### src/rtl/rr_arbiter_4to2.sv
// rtl/rr_arbiter_4to2.sv - four-requester round-robin arbiter with registered one-hot and encoded grant
//
// Optional feature macro: RR_ARBITER_HOLD_TIMEOUT_EN
//   defined   : an owner that has held the grant for MAX_HOLD cycles while another
//               requester waits is forced to rotate.
//   undefined : the owner keeps the grant until its request drops.
//
// All outputs are flops; req only reaches them through the next-state logic.

module rr_arbiter_4to2 #(
    parameter int MAX_HOLD = 8
) (
    input  logic       clk,
    input  logic       rst,
    input  logic [3:0] req,
    output logic [3:0] gnt,
    output logic [1:0] gnt_idx,
    output logic       gnt_valid
);

    typedef enum logic {
        IDLE  = 1'b0,
        GRANT = 1'b1
    } state_t;

`ifdef RR_ARBITER_HOLD_TIMEOUT_EN
    localparam logic TIMEOUT_EN = 1'b1;
`else
    localparam logic TIMEOUT_EN = 1'b0;
`endif

    // Last hold-counter value before the owner must yield under contention.
    localparam logic [7:0] HOLD_LAST = 8'(MAX_HOLD - 1);

    state_t      state_q, state_d;
    logic [3:0]  gnt_q, gnt_d;
    logic [1:0]  gnt_idx_q, gnt_idx_d;
    logic        gnt_valid_q, gnt_valid_d;
    logic [1:0]  ptr_q, ptr_d;
    logic [7:0]  hcnt_q, hcnt_d;

    // Search result among all requesters and among requesters other than the owner.
    logic        win_found;
    logic [1:0]  win_idx;
    logic        alt_found;
    logic [1:0]  alt_idx;
    logic        owner_req;
    logic        others_req;
    logic        hold_expired;

    // First set bit of r, scanning ptr, ptr+1, ptr+2, ptr+3 with 2-bit wrap.
    // Returns {found, index}.
    function automatic logic [2:0] rr_pick(input logic [3:0] r, input logic [1:0] p);
        logic [2:0] res;
        logic [1:0] cand;
        res = 3'b000;
        for (int i = 0; i < 4; i++) begin
            cand = p + 2'(i);
            if (!res[2] && r[cand]) begin
                res = {1'b1, cand};
            end
        end
        return res;
    endfunction

    // Arbitration candidates and hold/timeout conditions for the coming edge.
    always_comb begin
        {win_found, win_idx} = rr_pick(req, ptr_q);
        {alt_found, alt_idx} = rr_pick(req & ~gnt_q, ptr_q);
        owner_req    = |(req & gnt_q);
        others_req   = |(req & ~gnt_q);
        hold_expired = TIMEOUT_EN && (hcnt_q == HOLD_LAST);
    end

    // Next-state: grant, hold, rotate or release.
    always_comb begin
        state_d     = state_q;
        gnt_d       = gnt_q;
        gnt_idx_d   = gnt_idx_q;
        gnt_valid_d = gnt_valid_q;
        ptr_d       = ptr_q;
        hcnt_d      = hcnt_q;

        case (state_q)
            IDLE: begin
                if (win_found) begin
                    state_d     = GRANT;
                    gnt_d       = 4'b0001 << win_idx;
                    gnt_idx_d   = win_idx;
                    gnt_valid_d = 1'b1;
                    ptr_d       = win_idx + 2'd1;
                    hcnt_d      = 8'd0;
                end
            end

            GRANT: begin
                if (!owner_req) begin
                    // Owner released: hand over in the same edge, no bubble.
                    if (win_found) begin
                        gnt_d       = 4'b0001 << win_idx;
                        gnt_idx_d   = win_idx;
                        gnt_valid_d = 1'b1;
                        ptr_d       = win_idx + 2'd1;
                        hcnt_d      = 8'd0;
                    end else begin
                        state_d     = IDLE;
                        gnt_d       = 4'b0000;
                        gnt_idx_d   = 2'd0;
                        gnt_valid_d = 1'b0;
                    end
                end else if (hold_expired && others_req) begin
                    // Forced rotation: owner is excluded from this search.
                    gnt_d       = 4'b0001 << alt_idx;
                    gnt_idx_d   = alt_idx;
                    gnt_valid_d = 1'b1;
                    ptr_d       = alt_idx + 2'd1;
                    hcnt_d      = 8'd0;
                end else if (hold_expired) begin
                    // Nobody else waiting: owner keeps it and a fresh window starts.
                    hcnt_d = 8'd0;
                end else if (hcnt_q != 8'hFF) begin
                    hcnt_d = hcnt_q + 8'd1;
                end
            end

            default: begin
                state_d     = IDLE;
                gnt_d       = 4'b0000;
                gnt_idx_d   = 2'd0;
                gnt_valid_d = 1'b0;
            end
        endcase
    end

    // State and output registers; reset clears outputs without waiting for clk.
    always_ff @(posedge clk or posedge rst) begin
        if (rst) begin
            state_q     <= IDLE;
            gnt_q       <= 4'b0000;
            gnt_idx_q   <= 2'd0;
            gnt_valid_q <= 1'b0;
            ptr_q       <= 2'd0;
            hcnt_q      <= 8'd0;
        end else begin
            state_q     <= state_d;
            gnt_q       <= gnt_d;
            gnt_idx_q   <= gnt_idx_d;
            gnt_valid_q <= gnt_valid_d;
            ptr_q       <= ptr_d;
            hcnt_q      <= hcnt_d;
        end
    end

    assign gnt       = gnt_q;
    assign gnt_idx   = gnt_idx_q;
    assign gnt_valid = gnt_valid_q;

endmodule

### config.mk
export PLATFORM = sky130hd
export DESIGN_NAME = rr_arbiter_4to2
export DESIGN_NICKNAME = d
export VERILOG_FILES = /design/src/rtl/rr_arbiter_4to2.sv
export SDC_FILE = /design/constraint.sdc
export NUM_CORES = 1
export LEC_CHECK = 0
export CAP_MARGIN = 20
export CELL_PAD_IN_SITES_DETAIL_PLACEMENT = 0
export CELL_PAD_IN_SITES_GLOBAL_PLACEMENT = 1
export CORE_UTILIZATION = 35
export DETAILED_ROUTE_END_ITERATION = 16
export PLACE_DENSITY_LB_ADDON = 0.1
export SKIP_LAST_GASP = 1
export SLEW_MARGIN = 25
export SYNTH_ARGS = -nofsm -noshare
export SYNTH_HDL_FRONTEND = slang
export SYNTH_SLANG_ARGS = --single-unit
### constraint.sdc
create_clock -name clk -period 2.6 [get_ports clk]
set_input_delay 0.52 -clock clk [delete_from_list [all_inputs] [get_ports clk]]
set_output_delay 0.52 -clock clk [all_outputs]
set_load 0.1 [all_outputs]
==> impl_metrics.yaml, run 1 <==
min_path:
  hp-start: "gnt_idx[0]"
  hp-class: "reg -> reg"
  hold_end: "gnt_idx[0]"
  hold_path_depth: 1
synth:
  ys_seq_area_frac: 0.5305
  netlist_instances: 49
  syn_avg_cell_area_um2: 9.627
  ys_ff_latch: 10
  synth_top_area_cell: "dfrtp_1"
  synth_top_area_frac: 0.5305
  synth_fp_nets: 55
  synth_warnings: 0
  syn_area_um2: 471.7
  synth_area_leaders: "dfrtp_1, a22o_1, a21oi_1"
  netlist-cell-type-count: 17
global_route:
  grt_first_pass_wirelength_um: 1683
  grt_usage: 0.1673
  antenna_found_initial: 0
  grt_max_degree: 11
  gr-total-overflow: 0
  first_global_vias: 379
clock_tree:
  clk_pin_slew_worst_paths_ps: 60
  cts_buffer_depth: 2
  h-tree-depth: 1
  cts_setup_buffers: 0
  cts_hold_buf: 0
  numCtsBuffers: 3
  cts_sinks: 10
  cts_resized: 0
  root_buffer: "clkbuf_4"
  clock_latency_ps: 250
  cts_tree: "built"
critical_path:
  cp_data_required_time_ps: 2780
  r2r_start: "ptr_q[1]"
  cp-start-kind: "primary input"
  endpoint_kind: "flop"
  crit_start: "req[3]"
  reg2reg_slack_ps: 1130
  worstReg2RegEnd: "ptr_q[1]"
  cp.arrival_ps: 2010
  critPathMaxFanout: 5
  r2r_cells: 5
  worstSetupPathType: "in -> reg"
drt:
  routed_wl_um: 984
  drc: 0
  final_antenna_net_count: 0
  dr.pass1.iters: 4
  drtIter0Drc: 12
  viasPerCell: 5.143
  num_vias: 396
  routedWlPerCell_um: 12.78
placement:
  dpl.hpwl_um: 749.5
  io_buffers: 12
  routabilityCongestion: 0.7612
final_layout:
  diodes: 0
  fill_cells: 115
  layout_commonest_cell: "dfrtp_1"
  drive_gt1_frac: 0.1587
  nets: 71
  syn_to_final_growth_pct: 29.18
  layout_common_cells: "dfrtp_1, buf_4, a21oi_1"
die:
  die_w_um: 38.71
  initial_core_util: 0.4028
  die_area_mm2: 0.001498
  rows: 12
  io_pins: 13
  die_h_um: 38.71
  core_area_mm2: 0.001171
timing:
  clock.fmax_ghz: 0.5469
  setup_viol: 0
  period_share: 0.7033
  fin_tns_setup_ps: 0
  tightest_slew_ps: 449.3
  slew_violations: 0
  rsz0062_at_grt: "no"
  fin_skew_ps: 1.090
  finalHoldViolCount: 0
  worst_slew_margin_rel: 0.7004
  layout_min_cycle_time_ps: 1829
outcome:
  outcome: "finished, final reports clean"
job:
  maxCapViolCount: 0
==> Yosys cell counts <==
| cell type | instances |
|---|---|
| o22a_1 | 1 |
| dfrtp_1 | 10 |
| o31ai_1 | 1 |
| a22o_1 | 5 |
| a32o_1 | 1 |
| o21ai_0 | 2 |
| and2_1 | 1 |
| nor2_1 | 4 |
| a21oi_1 | 6 |
| o21ai_1 | 2 |
| xor2_1 | 1 |
| a211o_1 | 1 |
| nand2_1 | 5 |
| nand2b_1 | 2 |
| a21o_1 | 1 |
| inv_1 | 5 |
| buf_2 | 1 |
==> sequential cells by signal, indices dropped and copies added (netlist names) <==
name       cells
gnt_valid      1
state_q        1
gnt            4
gnt_idx        2
ptr_q          2
==> worst max-delay path: stages <==
cell             delay (ps)
clkdlybuf4s50_1         500
inv_1                    70
a22o_1                  190
a211o_1                 360
xor2_1                  190
a21oi_1                 170
==> kinds of logic (layout without fill, tap and decap cells) <==
family                 count (synthesis)  count (layout)  share of synthesized area
buffers and inverters                  6              20                    0.05039
XOR/XNOR                               1               1                    0.01857
flip-flops                            10              10                     0.5305
AO/OA/AOI/OAI                         20              20                     0.2891
AND/OR/NAND/NOR                       12              12                     0.1114
==> through the flow <==
step	hold WS (ps)	setup slack, ps	area (µm²)	utilization	cells
after global routing	515.8	662.9	609.3	0.5203	77
final	488.4	771.5	609.3	0.5203	77
after floorplan	360.2	728.3	471.7	-	49
after detailed placement	472.2	510.1	586.8	0.5011	74
after global placement	470.0	502.2	586.8	0.5011	74
after CTS	489.6	767.1	609.3	0.5203	77
==> routing by layer <==
layer  vias up  global-route usage  routed length [µm]
li1        204                   -                   -
met1       184              0.2444                 519
met2         6              0.2333                 437
met3         2             0.03468                  23
met4         0             0.07759                   4
met5         -                   0                   0
==> worst max-delay path by stage <==
| stage | to | slack, ps |
|---|---|---|
| floorplan | gnt[2] | 730 |
| global placement | gnt[3] | 500 |
| global route | ptr_q[1] | 660 |
| finish | ptr_q[1] | 770 |
| detailed placement | ptr_q[1] | 510 |
| CTS | ptr_q[1] | 770 |
==> final cells by class <==
class / count / area [µm²] / area share
timing repair buffer: 12 / 102.6 / 0.1684
sequential: 10 / 250.2 / 0.4107
tap: 14 / 17.52 / 0.02875
inverter: 5 / 18.77 / 0.03080
multi-input combinational: 33 / 197.7 / 0.3244
clock buffer: 3 / 22.52 / 0.03696
Power of run 1 is not shown: default switching activity piles up to over one toggle a cycle in this logic, so the estimate is an artifact.
==> inputs of run 2 (changes only) <==
--- a/config.mk
+++ b/config.mk
@@ -8,7 +8,7 @@
 export CAP_MARGIN = 20
 export CELL_PAD_IN_SITES_DETAIL_PLACEMENT = 0
 export CELL_PAD_IN_SITES_GLOBAL_PLACEMENT = 1
-export CORE_UTILIZATION = 35
+export CORE_UTILIZATION = 29
 export DETAILED_ROUTE_END_ITERATION = 16
 export PLACE_DENSITY_LB_ADDON = 0.1
 export SKIP_LAST_GASP = 1
==> constraint.sdc (replaced) <==
create_clock -name clk -period 1.5 [get_ports clk]
set_input_delay 0.3 -clock clk [delete_from_list [all_inputs] [get_ports clk]]
set_output_delay 0.3 -clock clk [all_outputs]
set_load 0.1 [all_outputs]
==> run 2 against run 1 <==
Effect of this change:
- clock-buffer cell count stayed put
- cell count grew 13%
- routed wire length is 18% higher
- non-clock buffer count up 8
- utilization up 3.3 points
- flip-flop and latch count stayed put
- hold slack worse by 180 ps
- die area is 20% higher
- cell area up 37%
- sequential share of layout area is 9.2 points lower
- clock skew is 3.1 ps higher
- setup slack got worse by 690 ps
- critical path type is now reg -> reg
==> impl_metrics.yaml, run 2 (synthesis results as in run 1) <==
timing:
  slew_violations: 0
  tightest_slew_ps: 368.0
  worst_slew_margin_rel: 0.7544
  fin_skew_ps: 4.157
  finalHoldViolCount: 0
  rsz0062_at_grt: "no"
  layout_min_cycle_time_ps: 1421
  period_share: 0.9473
  setup_viol: 0
  clock.fmax_ghz: 0.7038
global_route:
  grt_max_degree: 11
  antenna_found_initial: 0
  grt_usage: 0.1372
  gr-total-overflow: 0
  grt_first_pass_wirelength_um: 1828
  first_global_vias: 408
critical_path:
  worstSetupPathType: "reg -> reg"
  cp_data_required_time_ps: 1640
  cp.arrival_ps: 1570
  max_stage_delay_ps: 480
  crit_chain: "a22o_4 > o21ai_4 > o21ai_4 > a22o_1"
  cp_slowest_cell: "dfrtp_4"
  critPathMaxFanout: 6
  crit_top_cell: "o21ai_4"
  endpoint_kind: "flop"
  cp-start-kind: "flop"
  r2r_cells: 4
die:
  initial_core_util: 0.3131
  rows: 14
  die_area_mm2: 0.001792
  die_w_um: 42.33
  io_pins: 13
  core_area_mm2: 0.001506
  die_h_um: 42.33
drt:
  num_vias: 416
  final_antenna_net_count: 0
  viasPerCell: 4.782
  routedWlPerCell_um: 13.30
  routed_wl_um: 1157
  drtIter0Drc: 5
  drc: 0
  dr.pass1.iters: 4
clock_tree:
  clock_latency_ps: 260
  root_buffer: "clkbuf_4"
  cts_setup_buffers: 0
  cts_tree: "built"
  cts_sinks: 10
  cts_hold_buf: 0
  cts_buffer_depth: 2
  numCtsBuffers: 3
  clk_pin_slew_worst_paths_ps: 60
  h-tree-depth: 1
final_layout:
  multi_input_area_um2: 250.2
  seqCellArea_um2: 265.3
  layout_common_cells: "buf_4, buf_12, a21oi_1, dfrtp_1, inv_1"
  nets: 79
  drive_gt1_frac: 0.4366
  layout_commonest_cell: "buf_4"
  final_util: 0.5532
  syn_to_final_growth_pct: 76.66
  diodes: 0
  largest_reg_flops: 4
  fill_cells: 139
job:
  maxCapViolCount: 0
outcome:
  outcome: "finished, final reports clean"
placement:
  routabilityCongestion: 0.7242
  io_buffers: 12
  dpl.hpwl_um: 861.7
min_path:
  hp-class: "in -> async"
==> run 2: worst max-delay path, delay by kind of cell, from the launching register on <==
| kind | cells | cell delay (ps) |
|---|---|---|
| AOI/OAI and AO/OA | 4 | 820 |
| DFF | 1 | 480 |
==> run 2: per-layer routing <==
layer / up-vias / GRT usage / part of all wire / wire (µm)
met4: 0 / 0.07500 / 0 / 0
met5: - / 0 / 0 / 0
li1: 216 / - / - / -
met3: 0 / 0.02155 / 0.044 / 51
met2: 10 / 0.2062 / 0.47 / 548
met1: 190 / 0.1884 / 0.48 / 557
==> run 2: final timing paths <==
path | slack (ps) | endpoint | start
min | 300 | gnt[0] | rst
max reg2reg | 80 | gnt_idx[1] | gnt[3]
max in group asynchronous | 900 | gnt[1] | rst
max | 80 | gnt_idx[1] | gnt[3]
min in group clk | 480 | state_q | req[0]
min reg2reg | 550 | gnt_idx[0] | gnt_idx[0]
==> run 2: final cells by class <==
cell class,instances,area share
multi-input cells,33,0.3003
repair buffers,20,0.3078
clock buffers,3,0.02703
flip-flops and latches,10,0.3183
inverters,5,0.02252
well taps,16,0.02402
==> run 2: stage by stage <==
stage	hold WS (ps)	TNS (ps)	setup WS, ps	instances	instance area (µm²)
2_1_floorplan	140.3	-32.70	-17.73	49	494.2
3_3_place_gp	538.0	-2704	-361.9	84	759.5
3_5_place_dp	535.3	-2566	-344.6	84	759.5
4_1_cts	309.0	-6.610	-6.610	87	784.5
5_1_grt	377.4	0	21.50	87	833.3
6_report	304.2	0	79.09	87	833.3
==> run 2: repair_timing <==
action / CTS / global route
resized for setup: 3 / 11
setup endpoints to repair: 6 / 9
pin swaps: 2 / 4
Power of run 2 is left out for the same reason.
==> inputs of run 3 (changes only) <==
--- a/config.mk
+++ b/config.mk
@@ -8,10 +8,10 @@
 export CAP_MARGIN = 20
 export CELL_PAD_IN_SITES_DETAIL_PLACEMENT = 0
 export CELL_PAD_IN_SITES_GLOBAL_PLACEMENT = 1
-export CORE_UTILIZATION = 29
+export CORE_UTILIZATION = 33
+export CTS_CLUSTER_DIAMETER = 40
 export DETAILED_ROUTE_END_ITERATION = 16
 export PLACE_DENSITY_LB_ADDON = 0.1
-export SKIP_LAST_GASP = 1
 export SLEW_MARGIN = 25
 export SYNTH_ARGS = -nofsm -noshare
 export SYNTH_HDL_FRONTEND = slang
==> constraint.sdc (replaced) <==
create_clock -name clk -period 1.4 [get_ports clk]
set_input_delay 0.28 -clock clk [delete_from_list [all_inputs] [get_ports clk]]
set_output_delay 0.28 -clock clk [all_outputs]
set_load 0.1 [all_outputs]
==> run 3 against run 2 <==
Effect of this change:
- register-to-register slack got worse by 70 ps
- via count increased by 3.4%
- hold slack got worse by 28 ps
- clock-buffer cell count increased by 1
==> impl_metrics.yaml, run 3 (synthesis results as in run 1) <==
drt:
  dr.pass1.iters: 4
  routedWlPerCell_um: 12.52
  viasPerCell: 5.000
  routed_wl_um: 1077
  final_antenna_net_count: 0
  drtIter0Drc: 5
  drc: 0
  num_vias: 430
critical_path:
  cp-start-kind: "flop"
  cp_data_required_time_ps: 1550
  worstSetupPathType: "reg -> reg"
  cp.arrival_ps: 1540
  critPathMaxFanout: 6
  endpoint_kind: "flop"
global_route:
  first_global_vias: 412
  grt_max_degree: 11
  grt_usage: 0.1675
  grt_first_pass_wirelength_um: 1711
  antenna_found_initial: 0
  gr-total-overflow: 0
timing:
  slew_violations: 0
  tightest_slew_ps: 360.1
  setup_viol: 0
  worst_slew_margin_rel: 0.7597
  clock.fmax_ghz: 0.7167
  finalHoldViolCount: 0
  fin_skew_ps: 4.036
  period_share: 0.9966
  worst_hold_slack_ps: 276.1
  rsz0062_at_grt: "yes"
  layout_min_cycle_time_ps: 1395
die:
  die_w_um: 39.81
  die_area_mm2: 0.001584
  core_area_mm2: 0.001318
  io_pins: 13
  rows: 13
  initial_core_util: 0.3580
  die_h_um: 39.81
clock_tree:
  clock_latency_ps: 260
  cts_setup_buffers: 0
  cts_sinks: 10
  cts_tree: "built"
  numCtsBuffers: 3
  h-tree-depth: 1
  clk_pin_slew_worst_paths_ps: 70
  cts_buffer_depth: 2
  root_buffer: "clkbuf_4"
outcome:
  outcome: "finished, final reports clean"
job:
  maxCapViolCount: 0
placement:
  io_buffers: 12
  routabilityCongestion: 0.7331
  dpl.hpwl_um: 816.4
final_layout:
  layout_common_cells: "buf_12, buf_4, a21oi_1, dfrtp_1, a22o_1"
  diodes: 0
  syn_to_final_growth_pct: 70.82
  nets: 78
  largest_reg_flops: 4
  drive_gt1_frac: 0.4085
min_path:
  hp-class: "in -> async"
[run 3: per-stage QoR]
| stage | std cells | worst slack (ps) | area (µm²) | utilization | setup TNS [ps] |
|---|---|---|---|---|---|
| after CTS | 86 | 19.01 | 775.7 | 0.5888 | 0 |
| after global routing | 86 | -48.58 | 805.8 | 0.6116 | -190.9 |
| final | 86 | 4.692 | 805.8 | 0.6116 | 0 |
| after floorplan | 49 | -117.6 | 494.2 | - | -729.2 |
| after detailed placement | 82 | -398.9 | 750.7 | 0.5698 | -3238 |
| after global placement | 82 | -423.7 | 750.7 | 0.5698 | -3328 |
[run 3: worst max-delay path: stages, from the launching register on]
cell     delay (ps)
dfrtp_4         470
a22o_1          240
o21ai_4         210
o21ai_4         110
a22o_1          240
[run 3: final cells by class]
type	instances	area, µm²
Sequential cell	10	265.3
Timing Repair Buffer	19	237.7
Inverter	5	18.77
Tap cell	15	18.77
Fill cell	120	511.7
Clock buffer	4	26.28
Multi-Input combinational cell	33	239.0
[run 3: path summary, 6_finish.rpt]
kind	start	endpoint	slack, ps	depth (start not counted)
max in group asynchronous	rst	gnt[3]	830	2
hold reg to reg	gnt_idx[0]	gnt_idx[0]	560	1
hold / removal	rst	ptr_q[0]	280	2
setup / recovery	gnt[0]	gnt[3]	5	4
setup reg to reg	gnt[0]	gnt[3]	5	4
min in group clk	gnt_idx[0]	gnt_idx[0]	560	1
[run 3: layer usage]
metal / GRT usage / share of wire / routed length [µm]
met1: 0.2133 / 0.46 / 497
met5: 0 / 0 / 0
met3: 0.08523 / 0.061 / 66
met4: 0.02586 / 0 / 0
met2: 0.2541 / 0.48 / 514
[run 3: what timing repair did]
action	CTS	global route
hold buffers	0	0
gates resized for setup	6	7
pin swaps	1	4
setup endpoints to repair	9	8
Power of run 3 is left out for the same reason.
